==> src/rtl/approx_mul_pkg.sv <==
// approx_mul_pkg
//   Shared constants and types for the approximate-multiplier error monitor.
//   - W_DEF / WIN_LOG2_DEF : default operand width and window size exponent
//   - PIPE_LAT             : cycles from sample acceptance to the statistics
//                            input; also the number of DRAIN cycles
//   - state_e              : monitor FSM states
//   Optional feature macro: APPROX_ERR_SQ_EN (adds the squaring stage,
//   which lengthens the pipeline by one cycle).
package approx_mul_pkg;

  localparam int W_DEF        = 4;
  localparam int WIN_LOG2_DEF = 8;

`ifdef APPROX_ERR_SQ_EN
  localparam int PIPE_LAT = 3;
`else
  localparam int PIPE_LAT = 2;
`endif

  typedef enum logic [1:0] {
    ST_IDLE  = 2'd0,
    ST_RUN   = 2'd1,
    ST_DRAIN = 2'd2,
    ST_DONE  = 2'd3
  } state_e;

endpackage

==> src/rtl/approx_error_monitor_err_dist.sv <==
// err_dist_stage
//   Two-stage pipeline computing the error distance between the exact
//   product of the operands and the approximate multiplier output.
//   S1 registers the exact product and the approximate product; S2 registers
//   ED = |exact - approx|. A valid bit travels alongside the data.
//   Ports:
//     clk, rst    : clock, synchronous active-high reset
//     valid_i     : sample accepted this cycle
//     in1_i/in2_i : operands as fed to the multiplier (W bits)
//     approx_i    : approximate product (2*W bits)
//     ed_o        : error distance, two cycles after acceptance
//     ed_valid_o  : ed_o carries a real sample
module err_dist_stage
  import approx_mul_pkg::*;
#(
  parameter int W = W_DEF
) (
  input  logic           clk,
  input  logic           rst,
  input  logic           valid_i,
  input  logic [W-1:0]   in1_i,
  input  logic [W-1:0]   in2_i,
  input  logic [2*W-1:0] approx_i,
  output logic [2*W-1:0] ed_o,
  output logic           ed_valid_o
);

  localparam int PW = 2 * W;

  logic [PW-1:0] exact_d;
  logic [PW-1:0] exact_q;
  logic [PW-1:0] approx_q;
  logic [PW-1:0] ed_d;
  logic [PW-1:0] ed_q;
  logic          v1_q;
  logic          v2_q;

  always_comb begin
    exact_d = PW'(in1_i) * PW'(in2_i);
  end

  // Compare first so the subtraction never underflows; approx may exceed
  // exact for some approximate multiplier designs.
  always_comb begin
    if (exact_q >= approx_q) begin
      ed_d = exact_q - approx_q;
    end else begin
      ed_d = approx_q - exact_q;
    end
  end

  always_ff @(posedge clk) begin
    if (rst) begin
      v1_q     <= 1'b0;
      exact_q  <= '0;
      approx_q <= '0;
      v2_q     <= 1'b0;
      ed_q     <= '0;
    end else begin
      v1_q     <= valid_i;
      exact_q  <= exact_d;
      approx_q <= approx_i;
      v2_q     <= v1_q;
      ed_q     <= ed_d;
    end
  end

  assign ed_o       = ed_q;
  assign ed_valid_o = v2_q;

endmodule

==> src/rtl/approx_error_monitor.sv <==
// approx_error_monitor
//   Characterises an approximate multiplier: for each accepted sample it
//   computes ED = |in1*in2 - approx_out| and accumulates, over a window of
//   N = 2**WIN_LOG2 samples, the ED sum, the maximum ED and the count of
//   samples with a non-zero ED.
//   Ports:
//     clk, rst              : clock, synchronous active-high reset
//     start                 : one-cycle pulse, clears stats and opens a window
//     in_valid / in_ready   : sample handshake
//     in1, in2, approx_out  : operands and approximate product
//     res_valid / res_ack   : result handshake
//     ed_sum, ed_max, err_cnt : statistics (live in RUN/DRAIN, final in DONE)
//     state_o               : current FSM state (debug)
//     sq_sum                : sum of ED*ED, only with APPROX_ERR_SQ_EN
//   Optional feature macro: APPROX_ERR_SQ_EN.
//
//   Handshakes: a sample transfers on a rising edge where in_valid and
//   in_ready are both high; in_ready is high exactly in RUN and does not
//   depend on in_valid. res_valid is high exactly in DONE; the results are
//   consumed on an edge where res_valid and res_ack are both high, unless
//   start is also high, in which case a new window begins instead.
module approx_error_monitor
  import approx_mul_pkg::*;
#(
  parameter int W        = W_DEF,
  parameter int WIN_LOG2 = WIN_LOG2_DEF,
  parameter int SUM_W    = 2 * W + WIN_LOG2
) (
  input  logic                clk,
  input  logic                rst,
  input  logic                start,
  input  logic                in_valid,
  output logic                in_ready,
  input  logic [W-1:0]        in1,
  input  logic [W-1:0]        in2,
  input  logic [2*W-1:0]      approx_out,
  output logic                res_valid,
  input  logic                res_ack,
  output logic [SUM_W-1:0]    ed_sum,
  output logic [2*W-1:0]      ed_max,
  output logic [WIN_LOG2:0]   err_cnt,
  output state_e              state_o
`ifdef APPROX_ERR_SQ_EN
  ,
  output logic [4*W+WIN_LOG2-1:0] sq_sum
`endif
);

  localparam int PW    = 2 * W;
  localparam int CNT_W = WIN_LOG2 + 1;
  localparam logic [CNT_W-1:0] LAST_SMP   = CNT_W'((1 << WIN_LOG2) - 1);
  localparam logic [1:0]       LAST_DRAIN = 2'(PIPE_LAT - 1);

  state_e             state_q;
  state_e             state_d;
  logic               clear;
  logic               accept;
  logic [CNT_W-1:0]   smp_cnt_q;
  logic [1:0]         drain_cnt_q;
  logic [SUM_W-1:0]   ed_sum_q;
  logic [PW-1:0]      ed_max_q;
  logic [CNT_W-1:0]   err_cnt_q;

  logic [PW-1:0]      s2_ed;
  logic               s2_valid;
  logic [PW-1:0]      st_ed;
  logic               st_valid;

  // ---------------- FSM ----------------
  always_comb begin
    state_d   = state_q;
    clear     = 1'b0;
    in_ready  = 1'b0;
    res_valid = 1'b0;
    case (state_q)
      ST_IDLE: begin
        if (start) begin
          state_d = ST_RUN;
          clear   = 1'b1;
        end
      end
      ST_RUN: begin
        in_ready = 1'b1;
        if (in_valid && (smp_cnt_q == LAST_SMP)) begin
          state_d = ST_DRAIN;
        end
      end
      ST_DRAIN: begin
        if (drain_cnt_q == LAST_DRAIN) begin
          state_d = ST_DONE;
        end
      end
      ST_DONE: begin
        res_valid = 1'b1;
        if (start) begin
          state_d = ST_RUN;
          clear   = 1'b1;
        end else if (res_ack) begin
          state_d = ST_IDLE;
        end
      end
      default: state_d = ST_IDLE;
    endcase
  end

  always_ff @(posedge clk) begin
    if (rst) begin
      state_q <= ST_IDLE;
    end else begin
      state_q <= state_d;
    end
  end

  assign accept  = in_valid && in_ready;
  assign state_o = state_q;

  // ---------------- counters ----------------
  always_ff @(posedge clk) begin
    if (rst) begin
      smp_cnt_q   <= '0;
      drain_cnt_q <= '0;
    end else begin
      if (clear) begin
        smp_cnt_q <= '0;
      end else if (accept) begin
        smp_cnt_q <= smp_cnt_q + 1'b1;
      end
      // Restarts on every entry to DRAIN because it is held at zero elsewhere.
      if (state_q == ST_DRAIN) begin
        drain_cnt_q <= drain_cnt_q + 1'b1;
      end else begin
        drain_cnt_q <= '0;
      end
    end
  end

  // ---------------- pipeline ----------------
  err_dist_stage #(.W(W)) u_err_dist (
    .clk        (clk),
    .rst        (rst),
    .valid_i    (accept),
    .in1_i      (in1),
    .in2_i      (in2),
    .approx_i   (approx_out),
    .ed_o       (s2_ed),
    .ed_valid_o (s2_valid)
  );

`ifdef APPROX_ERR_SQ_EN
  localparam int SQ_PW = 2 * PW;
  localparam int SQ_W  = 4 * W + WIN_LOG2;

  logic [SQ_PW-1:0] sq3_q;
  logic [PW-1:0]    ed3_q;
  logic             v3_q;
  logic [SQ_W-1:0]  sq_sum_q;

  // S3: square the ED; the plain ED is delayed alongside so every
  // statistic updates on the same cycle.
  always_ff @(posedge clk) begin
    if (rst) begin
      sq3_q <= '0;
      ed3_q <= '0;
      v3_q  <= 1'b0;
    end else begin
      sq3_q <= SQ_PW'(s2_ed) * SQ_PW'(s2_ed);
      ed3_q <= s2_ed;
      v3_q  <= s2_valid;
    end
  end

  assign st_ed    = ed3_q;
  assign st_valid = v3_q;

  always_ff @(posedge clk) begin
    if (rst) begin
      sq_sum_q <= '0;
    end else if (clear) begin
      sq_sum_q <= '0;
    end else if (st_valid) begin
      sq_sum_q <= sq_sum_q + SQ_W'(sq3_q);
    end
  end

  assign sq_sum = sq_sum_q;
`else
  assign st_ed    = s2_ed;
  assign st_valid = s2_valid;
`endif

  // ---------------- statistics ----------------
  // The pipeline is empty whenever clear fires (IDLE or DONE), so giving
  // clear priority never drops a sample.
  always_ff @(posedge clk) begin
    if (rst) begin
      ed_sum_q  <= '0;
      ed_max_q  <= '0;
      err_cnt_q <= '0;
    end else if (clear) begin
      ed_sum_q  <= '0;
      ed_max_q  <= '0;
      err_cnt_q <= '0;
    end else if (st_valid) begin
      ed_sum_q <= ed_sum_q + SUM_W'(st_ed);
      if (st_ed > ed_max_q) begin
        ed_max_q <= st_ed;
      end
      if (st_ed != '0) begin
        err_cnt_q <= err_cnt_q + 1'b1;
      end
    end
  end

  assign ed_sum  = ed_sum_q;
  assign ed_max  = ed_max_q;
  assign err_cnt = err_cnt_q;

endmodule

==> config.mk <==
export PLATFORM = sky130hd
export DESIGN_NAME = approx_error_monitor
export DESIGN_NICKNAME = d
export VERILOG_FILES = /design/src/rtl/approx_mul_pkg.sv /design/src/rtl/approx_error_monitor_err_dist.sv /design/src/rtl/approx_error_monitor.sv
export SDC_FILE = /design/constraint.sdc
export NUM_CORES = 1
export LEC_CHECK = 0
export BUFFER_PORTS_ARGS = -buffer_cell sky130_fd_sc_hd__buf_2
export CORE_UTILIZATION = 51
export CTS_BUF_LIST = sky130_fd_sc_hd__clkbuf_8
export DETAILED_ROUTE_END_ITERATION = 10
export PLACE_DENSITY = 0.72
export SLEW_MARGIN = 5
export SYNTH_ARGS = -nofsm -noshare
export SYNTH_HDL_FRONTEND = slang
export SYNTH_SLANG_ARGS = --single-unit
==> constraint.sdc <==
create_clock -name clk -period 6.7 [get_ports clk]
set_clock_uncertainty 0.15 [all_clocks]
set_input_delay 0.335 -clock clk [delete_from_list [all_inputs] [get_ports clk]]
set_output_delay 0.335 -clock clk [all_outputs]
set_load 0.02 [all_outputs]
After elaboration in Yosys (flattened, before gate mapping)
Cells that the tools add are included.
{"block": "totals", "reg_bits": 72, "inputBits": 21, "output_inout_bits": 37}
{"block": "classes", "n_addsub": 6, "multipliers": 1, "reduce_logical": 10, "bitwise_logic": 1, "n_mux": 11, "n_lt_le_gt_ge": 2, "eq_ne": 9}
{"cell": "$add 9x1->9 const B", "n": 2}
{"cell": "$add 16x8->16", "n": 1}
{"cell": "$sub 8x8->8", "n": 2}
{"cell": "$mux 2", "n": 5}
{"cell": "$eq 9x8->1 const B", "n": 1}
{"cell": "$ge 8x8->1", "n": 1}
{"cell": "$gt 8x8->1", "n": 1}
{"cell": "$mul 4x4->8", "n": 1}
{"cell": "$mux 8", "n": 1}
{"cell": "$pmux 2 s4", "n": 1}
{"cell": "$reduce_bool 8->1", "n": 1}
{"cell": "$ne 2x2->1 const B", "n": 3}
{"cell": "$reduce_or 2->1", "n": 3}
{"cell": "$eq 2x1->1 const B", "n": 2}
{"cell": "$eq 2x2->1 const B", "n": 2}
{"cell": "$mux 1", "n": 4}
{"cell": "$reduce_and 2->1", "n": 2}
{"cell": "$reduce_and 4->1", "n": 1}
{"cell": "$ne 3x3->1 const B", "n": 1}
{"cell": "$add 2x1->2 const B", "n": 1}
{"cell": "$logic_and 1x1->1", "n": 2}
{"cell": "$logic_not 2->1", "n": 1}
{"cell": "$not 1->1", "n": 1}

Longest topological paths before layout
{"block": "logic_depth", "ltp_word": 4, "depth_mapped": 11, "mapped_depth_nobuf": 11}

Cells and area by module
A second synthesis with hierarchy kept.
{"block": "unflattened", "hier_cells": 514, "hier_area_um2": 4489.3}
{"mod": "approx_error_monitor", "area_per_inst_um2": 2548.7, "instances": 1, "seq_area_each_um2": 920.9, "cells_each": 294}
{"mod": "err_dist_stage", "area_per_inst_um2": 1940.6, "instances": 1, "seq_area_each_um2": 520.5, "cells_each": 220}

Least setup slack after synthesis
Ideal clock, no wire load.
{"block": "synth_timing", "path_type": "in2reg", "startpoint": "in in1[0]", "endpoint": "reg u_err_dist.exact_q[7]", "arrival_time_ns": 2.450, "setup_slack_ns": 3.994, "required_time_ns": 6.444, "path_stages": 9, "setup_ns": 0.106, "cell_sequence": "nand2_1 > fa_1 > inv_1 > fa_1 > ha_1 > a21o_1 > a21oi_1 > o21bai_1 > o311ai_0"}
{"block": "synth_via", "elab_chain_cells": 1}
{"element": "start: declaration", "line_no": "approx_error_monitor.sv:34", "rtl": "input logic [W-1:0] in1,"}
{"element": "$mul 4x4->8", "line_no": "approx_error_monitor_err_dist.sv:39", "rtl": "exact_d = PW'(in1_i) * PW'(in2_i);"}
{"element": "end signal: assignment", "line_no": "approx_error_monitor_err_dist.sv:61", "rtl": "exact_q <= exact_d;"}
{"element": "end: declaration", "line_no": "approx_error_monitor_err_dist.sv:31", "rtl": "logic [PW-1:0] exact_q;"}
No other way between the ends.
A chain may end at the register's enable or synchronous reset.

Final worst setup path
Ends and elaborated chain as after synthesis.

==> results.md <==
Status:
- The run finished with clean final reports.

Routing:
- The first detailed-routing pass ran for 4 iterations.
- The count of antenna-violating nets left after detailed routing is 0.
- The number of DRC markers in iteration 0 is 120.
- The residual DRC count is 0.
- The detailed-route wire length per cell is around 14 um.
- Dividing the detail-routed via count by the number of cells gives between 5 and 6.
- The count of vias placed by the detailed router is around 3700.
- The routed design has 9150 um of wire.

Clock network:
- The clock latency reported for the late side of the worst-skew pair is 0.36 ns.
- The H-tree was split into 3 levels.
- The number of gates given a new drive strength after cts is 0.
- Counting the buffers created by CTS gives 9.
- The CTS tree is built.
- The number of hold buffers added after CTS is 0.
- The clock root buffer is sky130_fd_sc_hd__clkbuf_8.
- In this run the deepest clock path goes through 2 buffers.
- Clock-pin slew was measured on the worst setup and hold paths at 0.07 ns.
- The post-CTS setup buffer count is 0.
- The clock drives 72 sinks.

Setup path:
- Of all nets on the critical path, the largest fanout is 4.
- The terminus of the critical flop-to-flop path is ed_sum[6].
- The data arrival time of the critical path is roughly 2.7 ns.
- The critical path endpoint category is a register.
- The number of cells on the worst reg-to-reg path is 7.
- Data on the critical path is required at its endpoint by just under 7 ns.
- The startpoint-to-endpoint class of the critical path is in -> reg.
- The startpoint of the lowest-slack register-to-register path is state_o[1].
- The setup check on the worst reg-to-reg path leaves a slack of 4.12 ns.
- The startpoint kind of the worst setup timing path is an input pin.

Synthesis:
- The share of the synthesized area in compound gates (AO/OA/AOI/OAI) was 0.189.
- The number of nets in the synthesized netlist is 586.
- The most repeated cell in the gate-level netlist after synthesis is sky130_fd_sc_hd__dfxtp_1.
- Of the total synthesized cell area, the portion taken by XOR and XNOR cells is 0.0412.
- Of the total synthesized cell area, the portion taken by AND, OR, NAND and NOR gates is 0.193.
- The share of the Yosys chip area taken by registers is 0.323.
- Sorting the synthesized cells by area gives the leading types as sky130_fd_sc_hd__dfxtp_1 (32%), sky130_fd_sc_hd__ha_1 (15%), sky130_fd_sc_hd__inv_1 (4.0%).
- By count the netlist is led by sky130_fd_sc_hd__dfxtp_1 (72), sky130_fd_sc_hd__ha_1 (52), sky130_fd_sc_hd__inv_1 (48).
- By area, the combinational part of the netlist is dominated by simple AND/OR/NAND/NOR gates.
- The per-instance average area after synthesis is a little under 9 um^2.
- Counting flops and latches in the post-synthesis netlist gives 72.
- The portion of netlist area occupied by mux cells is 0.0134.
- The share of synthesized area in the top cell type comes to 0.323.
- Counting distinct cell types in the post-synthesis netlist gives 56.
- The number of warnings issued by yosys is 0.
- The post-synthesis instance area is 4470 um^2.
- The top cell type by total area after synthesis is sky130_fd_sc_hd__dfxtp_1.
- The most used flip-flop cell after synthesis is sky130_fd_sc_hd__dfxtp_1.
- Of the total synthesized cell area, the portion taken by full adders, half adders and majority gates is 0.177.
- Yosys mapped a number of flops with a built-in enable equal to 0.
- The share of synthesized registers carrying an async set or reset is 0.
- The gate count after technology mapping is between 500 and 600.

Die:
- The width of the chip is 95.6 um.
- The die footprint is 9140 um^2.
- The height of the chip is 95.6 um.
- In this run the core area contains 33 standard-cell rows.
- The region available for standard cell placement spans 8340 um^2.
- The initial core utilization is 0.536.
- The number of top-level design ports is 58.

Power and ir drop:
- The total power per unit cell area is 268 nW/um^2.
- The standby leakage power is 2.22 nW.
- Total power for the finished layout comes to 0.00135 W.
- The maximum ir drop on the vdd rail is 0.000129 V.

GRT:
- The number of global-route vias before repair is 3482.
- The total overflow left after global routing is 0.
- The overall global routing resource usage is 0.214.
- The first global-routing pass estimated between 15000 and 20000 um of wire.
- The maximum number of pins on one net before global-route repair is 41.
- The initial antenna violation count is 0.

STA:
- Setup repair after global routing left no endpoint under its margin.
- At the pin with the least slew margin, the transition time is 1.17 ns.
- The maximum frequency from static timing analysis is around 380 MHz.
- The share of the clock period used by the worst path is 0.391.
- The number of pins with negative max-slew slack in the final report is 0.
- The count of final hold-check violations is 0.
- The headroom to the max-slew limit is 0.218.
- The worst path needs 2.62 ns of the cycle, external delays included.
- The final setup violation count is 0.
- The accumulated negative setup slack is 0 ns.
- Across all setup checks in the final design, the least slack found is 4.08 ns.

Layout:
- Leaving out filler cells and counting taps, the final layout contains 667.
- The number of diodes is 0.
- The number of fillers in the final layout is about 760.
- At the end of the flow, the number of nets in the layout was 637.
- From synthesis to final layout, the design area changed by 12.4%.
- In the final layout, the share of cells above drive strength 1 is 0.151.

Hold path:
- The startpoint of the lowest-slack hold path is approx_out[4].
- For hold timing, the worst endpoint is u_err_dist.approx_q[4].
- Counting instances, the worst hold path has a depth of 2.
- The type of the worst min-delay path is in -> reg.

Placement:
- In this run the tool buffered the top-level ports with 57 buffer cells.
- The global placer's final weighted congestion is 0.872.
- Once detailed placement completed, the half-perimeter wirelength came to 6800 um.
- Before CTS, the worst setup slack after placement is about 3.7 ns.
- The cell total after placement is 651.

Job:
- The number of max-cap violations is 0.
-- worst max-delay path: stages --
cell                       delay (ns)
sky130_fd_sc_hd__buf_2           0.10
sky130_fd_sc_hd__nand2_1         0.08
sky130_fd_sc_hd__fa_1            0.53
sky130_fd_sc_hd__inv_1           0.05
sky130_fd_sc_hd__fa_1            0.50
sky130_fd_sc_hd__ha_1            0.31
sky130_fd_sc_hd__a21o_1          0.15
sky130_fd_sc_hd__a21oi_1         0.23
sky130_fd_sc_hd__o21bai_1        0.12
sky130_fd_sc_hd__o311ai_0        0.30
-- stage by stage --
stage	hold WS (ns)	util	cell area, um^2
floorplan	0.247	-	4470
global placement	0.255	0.575	4790
detailed placement	0.273	0.575	4790
CTS	0.0255	0.602	5020
global route	0.0264	0.602	5020
finish	0.0403	0.602	5020
-- layout by cell type, fill, tap and decap left out, types with 7 or more instances in the layout --
cell type,netlist,layout
sky130_fd_sc_hd__a211oi_1,8,8
sky130_fd_sc_hd__a21o_1,10,10
sky130_fd_sc_hd__a21oi_1,32,32
sky130_fd_sc_hd__and2_1,14,14
sky130_fd_sc_hd__buf_2,3,57
sky130_fd_sc_hd__clkbuf_8,0,10
sky130_fd_sc_hd__dfxtp_1,72,72
sky130_fd_sc_hd__fa_1,7,7
sky130_fd_sc_hd__ha_1,52,52
sky130_fd_sc_hd__inv_1,48,48
sky130_fd_sc_hd__nand2_1,26,26
sky130_fd_sc_hd__nand3_1,18,18
sky130_fd_sc_hd__nand4_1,13,13
sky130_fd_sc_hd__nor2_1,40,40
sky130_fd_sc_hd__nor2b_1,13,13
sky130_fd_sc_hd__o21ai_0,21,21
sky130_fd_sc_hd__o31ai_1,7,7
sky130_fd_sc_hd__or3_1,10,10
sky130_fd_sc_hd__xnor2_1,7,7
sky130_fd_sc_hd__xor2_1,14,14
-- routing by layer --
metal / up-vias / routed length [um] / share of wire / GRT usage
met5: - / 0 / 0 / 0
li1: 1889 / - / - / -
met2: 62 / 4400 / 0.48 / 0.363
met1: 1761 / 4320 / 0.47 / 0.263
met3: 13 / 288 / 0.031 / 0.0447
met4: 0 / 137 / 0.015 / 0.0871
-- registers in the layout, summed over array words and instances (netlist names) --
name	cells
drain_cnt_q	2
ed_max	8
ed_sum	16
state_o	2
err_cnt	9
smp_cnt_q	9
u_err_dist.ed_o	8
u_err_dist.approx_q	8
u_err_dist.ed_valid_o	1
u_err_dist.v1_q	1
u_err_dist.exact_q	8
-- logic make-up after synthesis --
group	Yosys count
compound gates	119
xor+xnor	21
fa+ha+maj	59
buf+inv	67
flops	72
mux	6
simple gates	162
-- worst max-delay path by stage --
stage / from / to / slack, ns
global placement: in1[0] / u_err_dist.exact_q[7] / 3.80
floorplan: in1[0] / u_err_dist.exact_q[7] / 3.99
finish: in1[0] / u_err_dist.exact_q[7] / 4.08
CTS: in1[0] / u_err_dist.exact_q[7] / 4.10
global route: in1[0] / u_err_dist.exact_q[7] / 3.91
detailed placement: in1[0] / u_err_dist.exact_q[7] / 3.72
-- area by class of cell --
class | instances | area [um^2] | share of cell area
flip-flops and latches | 72 | 1440 | 0.287
inverters | 48 | 180 | 0.0359
clock buffers | 10 | 138 | 0.0274
well taps | 105 | 131 | 0.0262
clock inverters | 6 | 91.3 | 0.0182
multi-input cells | 367 | 2740 | 0.545
repair buffers | 59 | 300 | 0.0598
-- where the power goes --
part,internal [W],switching (W),total (W)
Combinational,0.000182,0.000267,0.000449
Clock,0.000221,0.000173,0.000394
Sequential,0.000465,0.0000388,0.000503
Total,0.000867,0.000479,0.00135
(Power assumes the default switching activity.)
